**src/rtl/led_pkg.sv**
```systemverilog
// led_pkg: shared constants and colour type for the RGB PWM block
package led_pkg;
  localparam int COLOR_W = 8;
  localparam logic [COLOR_W-1:0] PWM_LAST = 8'd254;
  typedef struct packed {
    logic [COLOR_W-1:0] r;
    logic [COLOR_W-1:0] g;
    logic [COLOR_W-1:0] b;
  } rgb_t;
endpackage

```
**src/rtl/led_gamma.sv**
```systemverilog
// led_gamma: combinational single-channel gamma squarer g = (c*c + 255) >> 8
// Ports: c (channel in), g (mapped channel out). Built only with LED_RGB_PWM_GAMMA_EN.
`ifdef LED_RGB_PWM_GAMMA_EN
module led_gamma
  import led_pkg::*;
(
  input  logic [COLOR_W-1:0] c,
  output logic [COLOR_W-1:0] g
);
  logic [2*COLOR_W-1:0] sq;
  always_comb begin
    sq = {{COLOR_W{1'b0}}, c} * {{COLOR_W{1'b0}}, c} + 16'd255;
    g = sq[2*COLOR_W-1:COLOR_W];
  end
endmodule
`endif

```
**src/rtl/led_rgb_pwm.sv**
```systemverilog
// led_rgb_pwm: 3-channel active-low LED PWM with a one-deep colour update slot applied at period boundaries
// Ports: clk, reset_ (async active-low); color_valid/color_ready handshake with color_r/g/b;
//        period_start pulse; led_r_/led_g_/led_b_ active-low drives.
// Optional: define LED_RGB_PWM_GAMMA_EN to gamma-map accepted colours.
module led_rgb_pwm
  import led_pkg::*;
#(
  parameter int PRESCALE = 16
) (
  input  logic               clk,
  input  logic               reset_,
  input  logic               color_valid,
  output logic               color_ready,
  input  logic [COLOR_W-1:0] color_r,
  input  logic [COLOR_W-1:0] color_g,
  input  logic [COLOR_W-1:0] color_b,
  output logic               period_start,
  output logic               led_r_,
  output logic               led_g_,
  output logic               led_b_
);
  localparam int PW = PRESCALE > 1 ? $clog2(PRESCALE) : 1;
  localparam logic [PW-1:0] PRE_LAST = PW'(PRESCALE - 1);
  generate
    if (PRESCALE < 1) begin : g_bad_prescale
      $error("led_rgb_pwm: PRESCALE must be >= 1");
    end
  endgenerate
  logic [PW-1:0] pre_cnt_q, pre_cnt_d;
  logic [COLOR_W-1:0] pwm_cnt_q, pwm_cnt_d;
  rgb_t duty_q, duty_d, pend_q, pend_d, color_in;
  logic pending_full_q, pending_full_d;
  logic [2:0] led_q, led_d;
  logic period_start_q, period_start_d;
  logic tick, boundary, accept;
`ifdef LED_RGB_PWM_GAMMA_EN
  led_gamma u_gamma_r (.c(color_r), .g(color_in.r));
  led_gamma u_gamma_g (.c(color_g), .g(color_in.g));
  led_gamma u_gamma_b (.c(color_b), .g(color_in.b));
`else
  always_comb color_in = {color_r, color_g, color_b};
`endif
  // An update accepted on a boundary cycle lands in pending and waits a full period,
  // since the slot is empty and the consuming transfer only looks at the old slot state.
  always_comb begin
    tick = pre_cnt_q == PRE_LAST;
    boundary = tick && pwm_cnt_q == PWM_LAST;
    accept = color_valid && !pending_full_q;
    pre_cnt_d = tick ? '0 : pre_cnt_q + 1'b1;
    pwm_cnt_d = !tick ? pwm_cnt_q : boundary ? '0 : pwm_cnt_q + 1'b1;
    duty_d = boundary && pending_full_q ? pend_q : duty_q;
    pend_d = accept ? color_in : pend_q;
    pending_full_d = accept ? 1'b1 : boundary ? 1'b0 : pending_full_q;
    led_d = {!(pwm_cnt_q < duty_q.r), !(pwm_cnt_q < duty_q.g), !(pwm_cnt_q < duty_q.b)};
    period_start_d = pwm_cnt_q == '0 && pre_cnt_q == '0;
  end
  always_ff @(posedge clk or negedge reset_) begin
    if (!reset_) begin
      pre_cnt_q <= '0;
      pwm_cnt_q <= '0;
      duty_q <= '0;
      pend_q <= '0;
      pending_full_q <= 1'b0;
      led_q <= 3'b111;
      period_start_q <= 1'b0;
    end else begin
      pre_cnt_q <= pre_cnt_d;
      pwm_cnt_q <= pwm_cnt_d;
      duty_q <= duty_d;
      pend_q <= pend_d;
      pending_full_q <= pending_full_d;
      led_q <= led_d;
      period_start_q <= period_start_d;
    end
  end
  assign color_ready = !pending_full_q;
  assign period_start = period_start_q;
  assign led_r_ = led_q[2];
  assign led_g_ = led_q[1];
  assign led_b_ = led_q[0];
endmodule

```
**config.mk**
```make
export PLATFORM = sky130hd
export DESIGN_NAME = led_rgb_pwm
export DESIGN_NICKNAME = d
export VERILOG_FILES = /design/src/rtl/led_pkg.sv /design/src/rtl/led_gamma.sv /design/src/rtl/led_rgb_pwm.sv
export SDC_FILE = /design/constraint.sdc
export NUM_CORES = 1
export LEC_CHECK = 0
export ABC_AREA = 0
export CAP_MARGIN = 10
export CORE_ASPECT_RATIO = 2
export CORE_UTILIZATION = 61
export CTS_CLUSTER_SIZE = 40
export DETAILED_ROUTE_END_ITERATION = 10
export GPL_ROUTABILITY_DRIVEN = 0
export PLACE_DENSITY = 0.95
export SLEW_MARGIN = 25
export SYNTH_ARGS = -nofsm -noshare
export SYNTH_HDL_FRONTEND = slang
export SYNTH_SLANG_ARGS = --single-unit
```
**constraint.sdc**
```tcl
create_clock -name clk -period 4.8 [get_ports clk]
set_clock_uncertainty 0.15 [all_clocks]
set_input_delay 0.72 -clock clk [delete_from_list [all_inputs] [get_ports clk]]
set_output_delay 0.72 -clock clk [all_outputs]
set_load 0.03 [all_outputs]
```
**After elaboration in Yosys (flattened, before gate mapping)**

Cells that the tools add are included.

- Output and inout bits: 5
- Word-level logic and storage cells: 33
- Bits of input ports: 27
- Flip-flop bits (word level): 65

- Equal/unequal tests: 2
- Order comparisons: 3
- Add/sub/neg operators: 2
- Reduce and logical (&&, ||, !) cells: 11
- Muxes and demuxes: 4

Operators by type and width:

| operator | number |
|---|---|
| $lt A8 B8 Y1 | 3 |
| $add A8 B1 Y8 const B | 1 |
| $eq A8 B8 Y1 const B | 1 |
| $logic_not A8 Y1 | 1 |
| $mux W8 | 1 |
| $add A4 B1 Y4 const B | 1 |
| $eq A4 B4 Y1 const B | 1 |
| $logic_and A1 B1 Y1 | 4 |
| $logic_not A1 Y1 | 4 |
| $logic_not A4 Y1 | 1 |
| $mux W4 | 1 |
| $mux W1 | 2 |
| $reduce_bool A2 Y1 | 1 |

**Depth between registers and ports, before layout**

- Depth after elaboration: 4
- Gate-level depth with buffers: 7
- Mapped depth without buffers: 6

**Least setup slack after synthesis**

OpenSTA, ideal clock, no wires.

- Path kind: reg-to-reg
- Start point: reg pwm_cnt_q[0]
- End point: reg duty_q[10] in the netlist's numbering
- Setup time: 0.125 ns
- Path slack: 2.733 ns
- Arrival time: 1.793 ns
- Path buffers: 1
- Data required time: 4.525 ns
- Stages on the path, launching flop included: 8
- Clock period less this slack: 2.067 ns
- Cell sequence: dfrtp_1 -> inv_1 -> ha_1 -> nand3_1 -> or2_4 -> nor3_4 -> buf_6 -> mux2_2

- Longest elaborated chain between the ends: 3

Ends and longest elaborated chain:

| item | line | RTL |
|---|---|---|
| start, declared | led_rgb_pwm.sv:30 | `logic [COLOR_W-1:0] pwm_cnt_q, pwm_cnt_d;` |
| start signal, assigned | led_rgb_pwm.sv:68 | `pwm_cnt_q <= pwm_cnt_d;` |
| $eq A8 B8 Y1 | led_rgb_pwm.sv:47 | `boundary = tick && pwm_cnt_q == PWM_LAST;` |
| $logic_and A1 B1 Y1 | led_rgb_pwm.sv:47 |  |
| $logic_and A1 B1 Y1 | led_rgb_pwm.sv:51 | `duty_d = boundary && pending_full_q ? pend_q : duty_q;` |
| end signal, assigned | led_rgb_pwm.sv:69 | `duty_q <= duty_d;` |
| end, declared | led_rgb_pwm.sv:31 | `rgb_t duty_q, duty_d, pend_q, pend_d, color_in;` |

No other way between the ends.
A chain may end at the register's enable or synchronous reset.

**Worst setup path after layout**

- Start point: reg pwm_cnt_q[0]
- End point: reg duty_q[14] in the netlist's numbering

The elaborated chain is that of the path after synthesis.

==> summary.md <==
| Metric | Value |
|---|---|
| Core footprint | `4860 µm²` |
| Clock buffer depth | `2` |
| PwrDens | `286 nW/µm²` |
| Flop pwr share | `0.560` |
| Largest area contributor in the netlist | `dfrtp_1` |
| # DRC | `0` |
| CTS tree | `yes` |
| Total Power | `1040 µW` |
| P_int | `820 µW` |
| Placed cells | `331` |
| Post-CTS Repair Setup Buffers | `0` |
| Total gr overflow | `0` |
| Fraction of layout instances using a drive strength above 1 | `0.248` |
| Synthesis-stage register bit count | `65` |
| Worst-margin pin slew | `0.807 ns` |
| Fill count | `317` |
| Drt first-iter violations | `43` |
| Synth-to-Final Area Change | `17.5%` |
| Final HPWL DP | `3860 µm` |
| Mux cell area share after synthesis | `0.175` |
| Adder-cell area share of the yosys netlist | `0.105` |
| WS Path Type | `flop to flop` |
| Layout Utilization | `0.748` |
| Largest family of logic cells by synthesized area | `multiplexers` |
| Vias in the first global route | `2127` |
| Clock latency on the worst-skew pair | `0.34 ns` |
| Hold Crit Class | `flop to flop` |
| First-pass GRT wire length | `9400 µm` |
| Largest net degree at the start of global routing | `66` |
| Row Count | `36` |
| Clock power share | `0.388` |
| Drt wl/cell | `15.9 µm` |
| Register area share after synthesis | `0.526` |
| FF-to-FF setup slack | `2.33 ns` |
| Cell Chain, Critical Path | `inv_1 -> ha_1 -> nand3_1 -> or2_4 -> nor3_4 -> buf_8 -> mux2_2` |
| DRT Pass-1 Iters | `4` |
| Post-CTS sizing | `0` |
| Met1 usage | `0.268` |
| Routed Antenna Nets | `0` |
| Area contributors post-synth | `dfrtp_1 (50%), mux2_2 (17%), ha_1 (11%)` |
| PortBufs | `31` |
| Unrepaired setup endpoints after global routing | `false` |
| I/O pin total | `32` |
| Critical Path RT | `4.87 ns` |
| Drt total wl | `5510 µm` |
| Combinational power share | `0.051` |
| Slowest library cell on the worst path | `nor3_4` |
| Reg clk slew, reported paths | `0.06 ns` |
| Synthesis Warnings | `0` |
| Slew HR | `0.462` |
| Outcome | `completed` |
| Initial antenna violation count | `0` |
| DIE HEIGHT | `103 µm` |
| Max Fanout on Critical Path | `16` |
| Final slew viol count | `0` |
| Max Freq | `0.404 GHz` |
| Grt peak-use layer | `met2` |
| Post-Synth Simple-Gate Area | `0.0747` |
| Compound-Gate Fraction of Synth Area | `0.0634` |
| Mapped Nets | `300` |
| Worst setup EP type | `flop` |
| Hold buffers post-CTS | `0` |
| Met2 Usage GRT | `0.420` |
| Final Setup Violations | `0` |
| Full die area | `5380 µm²` |
| Drt via density | `5.77` |
| Max-Cap Viols | `0` |
| Post-Syn Area per Cell | `12.5 µm²` |
| CP Data Arrival Time | `2.54 ns` |
| Gate Count Post-Synth | `247` |
| Setup TNS | `0 ns` |
| Mapped Area | `3100 µm²` |
| Die X-Extent | `52.4 µm` |
| Crit share post-route | `0.515` |
| Fin nets | `338` |
| CTS sink cnt | `65` |
| Non-filler cells, final | `347` |
| Antenna Cells | `0` |
| Tmin final | `2.47 ns` |
| Initial core utilization | `0.637` |
| Grt met3 use | `0.0708` |
| P_leak | `0.00170 µW` |
| Inserted Clock Buffers | `9` |
| NetSw | `221 µW` |
| Synth Area in XOR/XNOR | `0.00848` |
| Critical path startpoint category | `flop` |
| Vias after detailed routing | `2001` |
| H-tree levels | `3` |
| Max VDD drop | `282 µV` |
| Final hold vios | `0` |
| Cell variety after synth | `31` |
| Sw frac | `0.212` |
| Top-area cell type share of the netlist area | `0.501` |
| CP peak stage delay | `0.48 ns` |
| Clk root buf | `clkbuf_8` |
| Total track usage | `0.248` |
[sequential cells by signal, indices dropped and copies added (netlist names)]
register,flops
duty_q,24
pre_cnt_q,4
pend_q,24
led_q,3
pending_full_q,1
pwm_cnt_q,8
period_start,1
[metrics by stage]
stage / setup WS, ns / instance area (µm²) / hold slack [ns]
floorplan: 2.73 / 3100 / 0.274
global placement: 1.94 / 3450 / 0.319
detailed placement: 2.28 / 3470 / 0.338
CTS: 2.31 / 3640 / 0.354
global route: 2.20 / 3640 / 0.373
finish: 2.33 / 3640 / 0.350
[cell usage in the layout, fill, tap and decap left out]
cell type and count:
buf_4 1, a21o_1 6, nor3_4 1, o21ai_0 8, and3_1 3, nand2_1 5, clkinv_2 3, nor3_1 1
or3_1 4, nor4b_1 1, a41o_1 2, inv_1 29, nand3_1 7, nand4_1 3, nor2b_4 1, nand3_2 1
buf_8 1, ha_1 26, dfstp_2 3, nor2_1 5, a21oi_1 9, clkbuf_8 11, a211oi_1 2, xor2_1 3
nor4_1 1, dfrtp_1 62, clkdlybuf4s50_1 30, mux2_2 48, clkbuf_1 2, o41ai_1 1, and4_1 1, nor3b_1 1
nand2b_1 3, buf_2 1, or2_4 1, o211ai_1 3
[cell type report]
type | instances | area, µm² | share of cell area
clock buffer | 13 | 159 | 0.0437
sequential | 65 | 1630 | 0.448
multi-input combinational | 147 | 1330 | 0.365
tap | 57 | 71.3 | 0.0196
inverter | 29 | 109 | 0.0299
clock inverter | 3 | 15.0 | 0.00413
timing repair buffer | 33 | 328 | 0.0901
[routing by layer]
layer,routed length (µm),up-vias
met5,0,-
met2,3010,53
met3,264,14
li1,-,939
met4,191,0
met1,2040,995
[worst paths after layout]
path                                               start  cells after the start                      to
worst max-delay path            pwm_cnt_q[0]$_DFFE_PN0N_                      7  duty_q[14]$_DFFE_PN0P_
worst min-delay path              pend_q[16]$_DFFE_PN0P_                      1  pend_q[16]$_DFFE_PN0P_
worst max register to register  pwm_cnt_q[0]$_DFFE_PN0N_                      7  duty_q[14]$_DFFE_PN0P_
worst min register to register    pend_q[16]$_DFFE_PN0P_                      1  pend_q[16]$_DFFE_PN0P_
max in group asynchronous                         reset_                      2   duty_q[9]$_DFFE_PN0P_
min in group asynchronous                         reset_                      2  pend_q[22]$_DFFE_PN0P_
[worst max-delay path, delay by kind of cell, from the launching register on]
family	cells	cell delay (ns)
adder cells (fa/ha/maj)	1	0.15
multiplexers	1	0.35
AND/OR/NAND/NOR	3	0.86
buffers and inverters	2	0.38
flip-flops	1	0.46
[cell usage after synthesis (all sizes together)]
| library cell | count |
|---|---|
| dfrtp | 62 |
| nor2b | 1 |
| nor4 | 1 |
| a41o | 2 |
| nand3 | 8 |
| o41ai | 1 |
| dfstp | 3 |
| xor2 | 3 |
| ha | 26 |
| mux2 | 48 |
| a211oi | 2 |
| nor3b | 1 |
| inv | 29 |
| o21ai | 8 |
| buf | 2 |
| nand2b | 3 |
| or2 | 1 |
| nand4 | 3 |
| o211ai | 3 |
| clkbuf | 4 |
| and3 | 3 |
| a21o | 6 |
| nor3 | 2 |
| or3 | 4 |
| nor2 | 5 |
| and4 | 1 |
| nor4b | 1 |
| a21oi | 9 |
| nand2 | 5 |
[power groups by stage]
stage / Clock, µW / Sequential (µW) / Combinational, µW
5_1_grt: 442 / 586 / 59.8
3_5_place_dp: 0 / 593 / 54.6
2_1_floorplan: 0 / 589 / 20.6
6_report: 404 / 583 / 53.5
4_1_cts: 420 / 583 / 55.3
3_3_place_gp: 0 / 593 / 52.0
[cells by family (layout without fill, tap and decap cells)]
family,Yosys count,count (layout)
xor gates and xnor gates,3,3
and+or+nand+nor,39,39
adders and majority gates,26,26
buffers and inverters,35,78
AOI/OAI and AO/OA,31,31
DFF,65,65
muxes,48,48
(Power assumes the default switching activity.)
==> RTL change (config.mk and constraints unchanged) <==
Build with the macro `LED_RGB_PWM_GAMMA_EN` defined.
--- a/src/rtl/led_gamma.sv
+++ b/src/rtl/led_gamma.sv
@@ -1,5 +1,7 @@
 // led_gamma: combinational single-channel gamma squarer g = (c*c + 255) >> 8
 // Ports: c (channel in), g (mapped channel out). Built only with LED_RGB_PWM_GAMMA_EN.
+`define LED_RGB_PWM_GAMMA_EN
+
 `ifdef LED_RGB_PWM_GAMMA_EN
 module led_gamma
   import led_pkg::*;
Function: same outputs for any inputs over 10 cycles, from zero or initial values and one cycle with reset_ low; that may be too few to reach the edited logic, so the function may still have changed.
==> RTL change against the original RTL <==
- setup slack got worse by 2.3 ns
- routed wire length rose to 3.6 times the old value
- design area rose to 2.6 times the old value
- total power grew to 3.9 times the old value
- sequential cell count is the same
- hold slack better by 0.0028 ns
- synthesized area rose to 2.5 times the old value
- critical endpoint is now pend_q[15]$_DFFE_PN0P_
- largest cell class is now multi-input combinational cells
- highest routed layer unchanged
==> RTL change: results (changes against the original RTL) <==
GRT Util Overall: 32.41% (+7.6 points)
fraction of registers with async set/reset: 100.0% (unchanged)
Met2 Routed Length: 11260 um (+270%)
1st-pass router iterations: 5 (+1)
worst vdd ir: 413.4 uV (+47%)
DP Wirelength: 14650 um (+280%)
Mapped Nets: 1041 (+250%)
# fillers: 765 (+140%)
Post-Route WL: 20080 um (+260%)
Post-Route Hold Slack: 0.3531 ns (+0.002783 ns)
Setup WS pre-CTS: -0.7804 ns (-3.056 ns)
CTS Root Cell: clkbuf_16
Leak: 5.076 nW (+200%)
antenna violations before repair: 0 (unchanged)
Crit Path Max Fanout: 4 (-12)
yosys warns: 0 (unchanged)
Top Metal Used: met4
Max clock buf depth: 2 (unchanged)
r2r endpoint: duty_q[12]$_DFFE_PN0P_
Worst Hold End: pre_cnt_q[3]$_DFF_PN0_
vias in the first global route: 7122 (+230%)
initial DRC count: 465 (+980%)
met1 wire length: 6637 um (+230%)
clk_lat worst skew: 0.34 ns (about the same)
share of cells above drive strength 1: 22.06% (-2.8 points)
Nets: 1172 (+250%)
WP data arrival: 4.87 ns (+2.33 ns)
WHS Path Cells: 1 (unchanged)
diode count: 0 (unchanged)
Main synth FF type: dfrtp_1
Buffers on Ports: 31 (unchanged)
largest net degree at the start of global routing: 66 (unchanged)
hold_sp: pre_cnt_q[3]$_DFF_PN0_
Synth Area in Adders: 38.38% (+28 points)
number of distinct library cells after synthesis: 52 (+68%)
cells on worst reg2reg path: 5 (-2)
Met3 Wirelength: 785 um (+200%)
routed via count: 6453 (+220%)
Sw Pwr: 1.719 mW (+680%)
R2R Setup Slk: 2.22 ns (-0.11 ns)
Synth Area in XOR/XNOR: 4.253% (+3.4 points)
clock slew at reported path FFs: 0.05 ns
synth top area cells: fa_1 21%, dfrtp_1 20%, ha_1 17%
Least-Margin Pin Slew: 0.7948 ns (-0.01177 ns)
Hold Path Class: reg -> reg
first-pass GRT wire length: 32400 um (+240%)
reg2reg start: pre_cnt_q[0]$_DFF_PN0_
CTS buffer count: 9 (unchanged)
outcome: complete, no violations
Seq/Total Area, Yosys: 20.83% (-32 points)
Compound-Gate Fraction of Synth Area: 9.882% (+3.5 points)
most instantiated cells after synthesis: 160 x inv_1, 104 x ha_1, 86 x nand2_1, 84 x fa_1, 62 x dfrtp_1
mux share of post-synthesis cell area: 5.149% (-12 points)
## RTL change: routing by layer
metal,vias to the layer above,GRT usage (%)
li1,2929,-
met1,3179,29.87
met2,219,58.00
met3,126,9.438
met4,0,22.41
met5,-,0
## RTL change: worst max path at each step
stage                          start                      to  slack [ns]
after floorplan           color_b[2]   pend_q[7]$_DFFE_PN0P_      -0.004
after detailed placement  color_b[2]   pend_q[6]$_DFFE_PN0P_       -0.78
after global placement    color_g[2]  pend_q[15]$_DFFE_PN0P_       -0.49
final                     color_g[3]  pend_q[15]$_DFFE_PN0P_        0.03
after CTS                 color_g[7]  pend_q[12]$_DFFE_PN0P_       0.008
after global routing      color_g[3]  pend_q[15]$_DFFE_PN0P_       -0.16
## RTL change: stage by stage
step                      std cells  cell area [sq um]    TNS, ns
after floorplan                 826               7836  -0.004055
after global placement         1091               8995     -8.182
after detailed placement       1091               8995     -12.21
after CTS                      1108               9385          0
after global routing           1111               9487    -0.7491
final                          1111               9487          0
## RTL change: area by class of cell
type                            instances  share of cell area [%]
Tap cell                              150                   1.978
Inverter                              160                   6.331
Clock inverter                          3                  0.4221
Multi-Input combinational cell        578                   59.83
Timing Repair Buffer                  143                   11.55
Sequential cell                        65                   17.19
Clock buffer                           12                   2.704
## RTL change: cells by family (layout without fill, tap and decap cells)
logic type | Yosys count | count (layout)
adders and majority gates | 190 | 190
muxes | 30 | 30
AOI/OAI and AO/OA | 122 | 122
DFF | 65 | 65
and+or+nand+nor | 198 | 198
xor gates and xnor gates | 38 | 38
buffers and inverters | 183 | 318
## RTL change: critical path, stage by stage
cell and delay (ns):
dlygate4sd2_1 0.30, buf_4 0.17, nand2_1 0.07, inv_1 0.05, fa_1 0.47, fa_1 0.53, fa_1 0.42, fa_1 0.57
ha_4 0.35, nand4_1 0.13, a21o_1 0.23, a21oi_2 0.19, o21a_1 0.22, mux2_2 0.35, o211ai_1 0.09
## RTL change: what timing repair did
item | 4_1_cts | 5_1_grt
hold endpoints to repair | 0 | 0
gates resized for setup | 48 | 52
gates cloned | 0 | 0
buffers inserted | 2 | 3
setup endpoints to repair | 21 | 20
pin swaps | 12 | 24
## RTL change: power by group through the flow
stage | combinational [mW] | sequential (mW) | clock, mW
finish | 2.76 | 0.690 | 0.649
global route | 3.02 | 0.692 | 0.676
CTS | 2.47 | 0.684 | 0.648
detailed placement | 2.33 | 0.688 | 0
global placement | 2.15 | 0.678 | 0
floorplan | 1.47 | 0.666 | 0
